$ cat config.mk
export PLATFORM = sky130hd
export DESIGN_NAME = mem_arbiter_flat
export DESIGN_NICKNAME = d
export VERILOG_FILES = /design/src/rtl/mem_arbiter_pkg.sv /design/src/rtl/mem_arbiter_if.sv /design/src/rtl/mem_arbiter_watchdog.sv /design/src/rtl/mem_arbiter.sv /design/src/flat_wrapper.sv
export SDC_FILE = /design/constraint.sdc
export NUM_CORES = 1
export LEC_CHECK = 0
export CAP_MARGIN = 20
export CORE_AREA = 4 4 118 120
export CTS_BUF_LIST = sky130_fd_sc_hd__clkbuf_2 sky130_fd_sc_hd__clkbuf_4 sky130_fd_sc_hd__clkbuf_8
export DETAILED_ROUTE_END_ITERATION = 8
export DIE_AREA = 0 0 122 124
export GPL_ROUTABILITY_DRIVEN = 0
export GPL_TIMING_DRIVEN = 0
export SYNTH_ARGS = -nofsm -noshare
export SYNTH_HDL_FRONTEND = slang
export SYNTH_SLANG_ARGS = --single-unit
$ cat constraint.sdc
create_clock -name iClk -period 1.6 [get_ports iClk]
set_input_delay 0.24 -clock iClk [delete_from_list [all_inputs] [get_ports iClk]]
set_output_delay 0.24 -clock iClk [all_outputs]
set_load 0.02 [all_outputs]
$ cat src/rtl/mem_arbiter_pkg.sv
// Shared encodings for the two-master RAM arbiter: grant owner codes,
// Wishbone transfer widths and the arbiter FSM state.
package mem_pkg;
   localparam logic [1:0] OWN_NONE = 2'b00;
   localparam logic [1:0] OWN_I    = 2'b01;
   localparam logic [1:0] OWN_D    = 2'b10;

   localparam logic [1:0] WB_BYTE  = 2'b00;
   localparam logic [1:0] WB_HALF  = 2'b01;
   localparam logic [1:0] WB_WORD  = 2'b10;

   // State values equal the owner codes so the state flop drives owner directly.
   typedef enum logic [1:0] {
      ST_IDLE  = OWN_NONE,
      ST_GNT_I = OWN_I,
      ST_GNT_D = OWN_D
   } state_t;
endpackage

$ cat src/rtl/mem_arbiter_if.sv
// Wishbone classic port with width/byte-size extension; master drives the
// request side, slave returns data/ack/err.
interface mem_arbiter_if #(parameter int ADDR_W = 32);
   logic              cyc;
   logic              stb;
   logic              we;
   logic [ADDR_W-1:0] addr;
   logic [1:0]        width;
   logic [31:0]       data_write;
   logic [31:0]       data_read;
   logic              ack;
   logic              err;

   modport master (output cyc, stb, we, addr, width, data_write,
                   input  data_read, ack, err);
   modport slave  (input  cyc, stb, we, addr, width, data_write,
                   output data_read, ack, err);
endinterface

$ cat src/rtl/mem_arbiter_watchdog.sv
// Ack-wait watchdog: counts cycles a granted strobe waits and pulses expire
// once the limit is reached without an acknowledge.
module wb_watchdog #(
   parameter int TIMEOUT = 16
) (
   input  logic iClk,
   input  logic iRst,
   input  logic clear,
   input  logic busy,
   output logic limit,
   output logic expire
);
   localparam int CW = $clog2(TIMEOUT + 1);

   logic [CW-1:0] cnt;

   // limit is independent of clear so the strobe gate can use it without
   // forming a loop through a combinational slave ack.
   assign limit  = busy && (cnt == CW'(TIMEOUT - 1));
   assign expire = limit && !clear;

   always_ff @(posedge iClk) begin
      if (iRst || clear || expire)
         cnt <= '0;
      else if (busy)
         cnt <= cnt + CW'(1);
   end
endmodule

$ cat src/rtl/mem_arbiter.sv
// Round-robin arbiter sharing one RAM slave between the instruction-fetch
// and data ports; grant is held for the whole cycle, stalls time out.
module mem_arbiter
   import mem_pkg::*;
#(
   parameter int ADDR_W  = 32,
   parameter int TIMEOUT = 16
) (
   input  logic           iClk,
   input  logic           iRst,
   mem_arbiter_if.slave   i,
   mem_arbiter_if.slave   d,
   mem_arbiter_if.master  m,
   output logic [1:0]     owner
);
   state_t state, state_nxt;
   logic   last_d;
   logic   stb_g, ack_g;
   logic   wd_clear, wd_limit, wd_expire;

   always_ff @(posedge iClk) begin
      if (iRst) begin
         state  <= ST_IDLE;
         last_d <= 1'b0;
      end else begin
         state <= state_nxt;
         if (state == ST_GNT_I && !i.cyc)
            last_d <= 1'b0;
         else if (state == ST_GNT_D && !d.cyc)
            last_d <= 1'b1;
      end
   end

   always_comb begin
      state_nxt = state;
      case (state)
         ST_IDLE: begin
            if (i.cyc && d.cyc)
               state_nxt = last_d ? ST_GNT_I : ST_GNT_D;
            else if (i.cyc)
               state_nxt = ST_GNT_I;
            else if (d.cyc)
               state_nxt = ST_GNT_D;
         end
         ST_GNT_I: if (!i.cyc) state_nxt = d.cyc ? ST_GNT_D : ST_IDLE;
         ST_GNT_D: if (!d.cyc) state_nxt = i.cyc ? ST_GNT_I : ST_IDLE;
         default:  state_nxt = ST_IDLE;
      endcase
   end

   // Request mux; the instruction port is a fixed word read.
   always_comb begin
      m.cyc        = 1'b0;
      m.stb        = 1'b0;
      m.we         = 1'b0;
      m.addr       = {ADDR_W{1'b0}};
      m.width      = WB_BYTE;
      m.data_write = 32'h0;
      case (state)
         ST_GNT_I: begin
            m.cyc   = i.cyc;
            m.stb   = i.stb && !wd_limit;
            m.addr  = i.addr;
            m.width = WB_WORD;
         end
         ST_GNT_D: begin
            m.cyc        = d.cyc;
            m.stb        = d.stb && !wd_limit;
            m.we         = d.we;
            m.addr       = d.addr;
            m.width      = d.width;
            m.data_write = d.data_write;
         end
         default: ;
      endcase
   end

   assign owner = state;

   assign stb_g = (state == ST_GNT_I) ? i.stb :
                  (state == ST_GNT_D) ? d.stb : 1'b0;
   assign ack_g = (state != ST_IDLE) && m.ack;

   assign i.ack       = (state == ST_GNT_I) && m.ack;
   assign d.ack       = (state == ST_GNT_D) && m.ack;
   assign i.err       = (state == ST_GNT_I) && wd_expire;
   assign d.err       = (state == ST_GNT_D) && wd_expire;
   assign i.data_read = (state == ST_GNT_I) ? m.data_read : 32'h0;
   assign d.data_read = (state == ST_GNT_D) ? m.data_read : 32'h0;

   assign wd_clear = ack_g || !stb_g || (state_nxt != state);

   wb_watchdog #(.TIMEOUT(TIMEOUT)) u_wd (
      .iClk   (iClk),
      .iRst   (iRst),
      .clear  (wd_clear),
      .busy   (stb_g),
      .limit  (wd_limit),
      .expire (wd_expire)
   );

   // Inputs the fixed-function instruction port and RAM side never use.
   logic unused;
   assign unused = ^{i.we, i.width, i.data_write, m.err};
endmodule

$ cat src/flat_wrapper.sv
// flat-port wrapper written by rule: the top's interface ports become plain ports
module mem_arbiter_flat import mem_pkg::*;
#(
   parameter int ADDR_W  = 32,
   parameter int TIMEOUT = 16
)
  (iClk, iRst, owner, i_cyc, i_stb, i_we, i_addr, i_width, i_data_write, i_data_read, i_ack, i_err, d_cyc, d_stb, d_we, d_addr, d_width, d_data_write, d_data_read, d_ack, d_err, m_cyc, m_stb, m_we, m_addr, m_width, m_data_write, m_data_read, m_ack, m_err);
  mem_arbiter_if #(.ADDR_W(ADDR_W)) i_i ();
  mem_arbiter_if #(.ADDR_W(ADDR_W)) d_i ();
  mem_arbiter_if #(.ADDR_W(ADDR_W)) m_i ();
  input  logic iClk;
  input  logic iRst;
  output logic [1:0] owner;
  input wire logic [$bits(i_i.cyc)-1:0] i_cyc;
  input wire logic [$bits(i_i.stb)-1:0] i_stb;
  input wire logic [$bits(i_i.we)-1:0] i_we;
  input wire logic [$bits(i_i.addr)-1:0] i_addr;
  input wire logic [$bits(i_i.width)-1:0] i_width;
  input wire logic [$bits(i_i.data_write)-1:0] i_data_write;
  output wire logic [$bits(i_i.data_read)-1:0] i_data_read;
  output wire logic [$bits(i_i.ack)-1:0] i_ack;
  output wire logic [$bits(i_i.err)-1:0] i_err;
  input wire logic [$bits(d_i.cyc)-1:0] d_cyc;
  input wire logic [$bits(d_i.stb)-1:0] d_stb;
  input wire logic [$bits(d_i.we)-1:0] d_we;
  input wire logic [$bits(d_i.addr)-1:0] d_addr;
  input wire logic [$bits(d_i.width)-1:0] d_width;
  input wire logic [$bits(d_i.data_write)-1:0] d_data_write;
  output wire logic [$bits(d_i.data_read)-1:0] d_data_read;
  output wire logic [$bits(d_i.ack)-1:0] d_ack;
  output wire logic [$bits(d_i.err)-1:0] d_err;
  output wire logic [$bits(m_i.cyc)-1:0] m_cyc;
  output wire logic [$bits(m_i.stb)-1:0] m_stb;
  output wire logic [$bits(m_i.we)-1:0] m_we;
  output wire logic [$bits(m_i.addr)-1:0] m_addr;
  output wire logic [$bits(m_i.width)-1:0] m_width;
  output wire logic [$bits(m_i.data_write)-1:0] m_data_write;
  input wire logic [$bits(m_i.data_read)-1:0] m_data_read;
  input wire logic [$bits(m_i.ack)-1:0] m_ack;
  input wire logic [$bits(m_i.err)-1:0] m_err;
  assign i_i.cyc = i_cyc;
  assign i_i.stb = i_stb;
  assign i_i.we = i_we;
  assign i_i.addr = i_addr;
  assign i_i.width = i_width;
  assign i_i.data_write = i_data_write;
  assign i_data_read = i_i.data_read;
  assign i_ack = i_i.ack;
  assign i_err = i_i.err;
  assign d_i.cyc = d_cyc;
  assign d_i.stb = d_stb;
  assign d_i.we = d_we;
  assign d_i.addr = d_addr;
  assign d_i.width = d_width;
  assign d_i.data_write = d_data_write;
  assign d_data_read = d_i.data_read;
  assign d_ack = d_i.ack;
  assign d_err = d_i.err;
  assign m_cyc = m_i.cyc;
  assign m_stb = m_i.stb;
  assign m_we = m_i.we;
  assign m_addr = m_i.addr;
  assign m_width = m_i.width;
  assign m_data_write = m_i.data_write;
  assign m_i.data_read = m_data_read;
  assign m_i.ack = m_ack;
  assign m_i.err = m_err;
  mem_arbiter #(.ADDR_W(ADDR_W), .TIMEOUT(TIMEOUT)) u_core (.iClk(iClk), .iRst(iRst), .i(i_i), .d(d_i), .m(m_i), .owner(owner));
endmodule
==> flow_summary.toml <==
[outcome]
status = "finished, violations left"
violations = "setup timing"

[final_layout]
regArea_sq_um = 168
nets = 772
fill_cells = 1198
antennaDiodeCount = 0
area_growth_pct = 247
layout-drive-gt1-share_pct = 68.3
final_area_sq_um = 6560
multi_input_area_sq_um = 2270

[pwr]
ir_drop_mv = 0.431
leakagePower_nw = 2.72
p_per_area_nw_per_um2 = 604
power_mw = 3.96

[route]
viasPerCell = 4.22
final_antenna_net_count = 0
drtPass1Iterations = 4
drc = 0
wl_per_cell_microns = 17.6
drt_iter0_drc = 55
vias = 3229
wl_microns = 13500

[clock_tree]
clockBufferDepth = 2
clk_pin_slew_ns = 0.05
clock-root-buffer = "clkbuf_8"
worst_skew_pair.late_latency_ns = 0.23
clock_sinks = 8
cts_tree = "done"
htreeDepth = 1
cts_made_buffers = 3

[worst_setup_path]
path_max_fanout = 6
critPathKind = "reg2out"
arrival_ns = 1.78
r2r_start = "u_core.owner[0]$_SDFF_PP0_"
cp-end-kind = "output pin"
startpoint_type = "flop"
critPathRequiredTime_ns = 1.36
crit_start = "u_core.owner[0]$_SDFF_PP0_"

[placement]
preCtsSetupSlack_ns = -0.957
placed_cell_area_sq_um = 5150
dpl.hpwl_microns = 10200
io_buffers = 275

[worst_hold_path]
hp-start = "d_cyc"
hp-class = "in2reg"

[sta]
period_minus_slack_ns = 2.02
fmaxAchievable_mhz = 494
min_period_over_period_pct = 127
final_hold_viol_count = 0
grt_setup_unrepaired = "yes"
maxSlewViolCount = 0
slew_headroom_pct = 80.4
setup_viol = 142
worst_slew_pin_slew_ns = 0.294
whs_ns = 0.440
worst_slack_ns = -0.424
skew_ns = 0.00682

[logic_synthesis]
synth_area_sq_um = 1890
ys_seq_area_share_pct = 8.47
synth_seq_cells = 8
synth-adder-area-share_pct = 4.63
synth.distinct_cells = 41
synth-compound-area-share_pct = 21.6
synth-simple-area-share_pct = 55.4
yosys_warnings = 0
synth_xor_area_share_pct = 0.926
synth_mux_area_share_pct = 0.595
synth_top_family_by_area = "simple AND/OR/NAND/NOR gates"
syn-num-nets = 455
syn_inst = 274
synth_area_per_cell_sq_um = 6.90

[die]
rows = 42
die_x_microns = 122
die_area_sq_um = 15100
die_y_microns = 124
io_pins = 313
coreArea_sq_um = 13000
initial_core_util_pct = 14.6

[grt]
grtUsageTotal_pct = 15.2
grt_pass1_wl_microns = 18400
grt_max_degree = 12
grt_antenna_before_repair = 0
grt_pass1_vias = 3221
grt-ovfl-total = 0

[flow_run]
cap_violations = 0
-- flip-flops by register name, summed over array words and instances, names as in the netlist --
name and cells:
u_core.last_d 1, u_core.owner 2, u_core.u_wd.cnt 5
-- critical path, cell delays in order (launching register included) --
cell,delay (ns)
dfxtp_4,0.38
inv_4,0.09
ha_4,0.17
buf_8,0.13
nor3b_1,0.06
a22oi_2,0.22
nand4_4,0.16
nor3_4,0.20
buf_6,0.14
-- cells by family after synthesis --
| group | count (synthesis) |
|---|---|
| AND/OR/NAND/NOR | 169 |
| AO/OA/AOI/OAI | 52 |
| buffers and inverters | 35 |
| flip-flops | 8 |
| adder cells (fa/ha/maj) | 7 |
| XOR/XNOR | 2 |
| multiplexers | 1 |
-- layout make-up --
cell class | count | share of cell area (%)
inverter | 9 | 0.687
clock buffer | 4 | 0.744
timing repair buffer | 315 | 52.3
buffer | 23 | 5.65
multi-input combinational | 231 | 34.7
sequential | 8 | 2.56
tap | 176 | 3.36
-- routing by layer --
metal	wire length [microns]	GRT usage [%]	share of wire, %	vias up
met5	0	0	0	-
met4	176	2.31	1.3	0
met3	998	3.36	7.4	12
li1	-	-	-	1566
met2	7580	29.6	56	123
met1	4740	17.1	35	1528
-- power by group --
| group | switching [mW] | internal (mW) | leakage [nW] |
|---|---|---|---|
| Clock | 0.0850 | 0.190 | 0.0262 |
| Sequential | 0.0252 | 0.215 | 0.0663 |
| Combinational | 1.44 | 2.00 | 2.63 |
| Total | 1.55 | 2.40 | 2.72 |
-- cells in the mapped netlist --
cell	count	area, sq um
a32oi_1	2	17.5
dfxtp_1	8	160
and2_1	100	626
mux2_2	1	11.3
o21ai_0	3	15.0
a221oi_2	1	15.0
buf_1	2	7.51
a22oi_2	1	12.5
o21ba_1	1	10.0
clkbuf_1	19	71.3
buf_2	1	5.00
nand3b_1	1	7.51
o221ai_1	1	8.76
o221a_1	1	11.3
a22oi_1	34	255
nand2_1	7	26.3
a2111o_1	1	11.3
nand4_2	1	12.5
nor4_1	5	31.3
nor2_1	2	7.51
nor3b_2	1	12.5
a211oi_1	2	15.0
nand2b_1	2	12.5
xor2_1	1	8.76
clkbuf_4	1	7.51
nand3_1	3	15.0
buf_6	3	33.8
nor2b_1	36	225
a21oi_1	3	15.0
nor3_1	3	15.0
inv_1	8	30.0
ha_1	7	87.6
or2_1	1	6.26
o2111ai_2	1	15.0
or2_0	1	6.26
and3_1	2	12.5
nor3b_1	3	22.5
nand2b_2	1	8.76
xnor2_1	1	8.76
clkinv_1	1	3.75
a21boi_1	1	7.51
-- worst paths after layout --
| check | endpoint | slack (ns) | cells past startpoint |
|---|---|---|---|
| setup / recovery | d_err | -0.42 | 8 |
| hold / removal | u_core.owner[1]$_SDFF_PP0_ | 0.44 | 3 |
| setup reg to reg | u_core.u_wd.cnt[2]$_SDFFE_PP0N_ | -0.31 | 8 |
| hold reg to reg | u_core.u_wd.cnt[0]$_SDFFE_PP0N_ | 0.47 | 1 |
-- layout by cell type (no fill, tap or decap), types with 2 or more instances in the layout --
cell / count
and2_1: 2
clkbuf_2: 2
buf_2: 6
buf_8: 15
and2_4: 95
buf_12: 4
and2_2: 3
nor3b_2: 3
buf_6: 149
nor3_4: 2
dfxtp_1: 6
clkdlybuf4s50_1: 135
ha_4: 6
nor2_1: 2
nor4_2: 5
o21ai_0: 3
nand3_1: 3
clkbuf_8: 6
dlymetal6s2s_1: 2
a21oi_1: 2
nor2b_1: 2
buf_4: 9
nand2_1: 7
a211oi_1: 2
clkbuf_16: 10
nand2b_1: 2
a22oi_2: 35
dfxtp_4: 2
inv_1: 5
nor2b_2: 34
inv_4: 2
clkbuf_4: 2
-- timing repair --
item,4_1_cts,5_1_grt
endpoints found under the setup margin,143,144
resized for setup,853,210
buffers inserted,19,10
pin swaps,10,14
cloned,7,5
endpoints found under the hold margin,0,0
hold buffers,0,0
-- per-stage QoR --
step | TNS (ns) | util, % | instances
after floorplan | -0.388 | - | 274
after global placement | -95.51 | 39.7 | 725
after detailed placement | -97.09 | 39.7 | 725
after CTS | -32.76 | 44.8 | 753
after global routing | -43.39 | 50.5 | 766
final | -35.54 | 50.5 | 766
(Power assumes the default switching activity.)
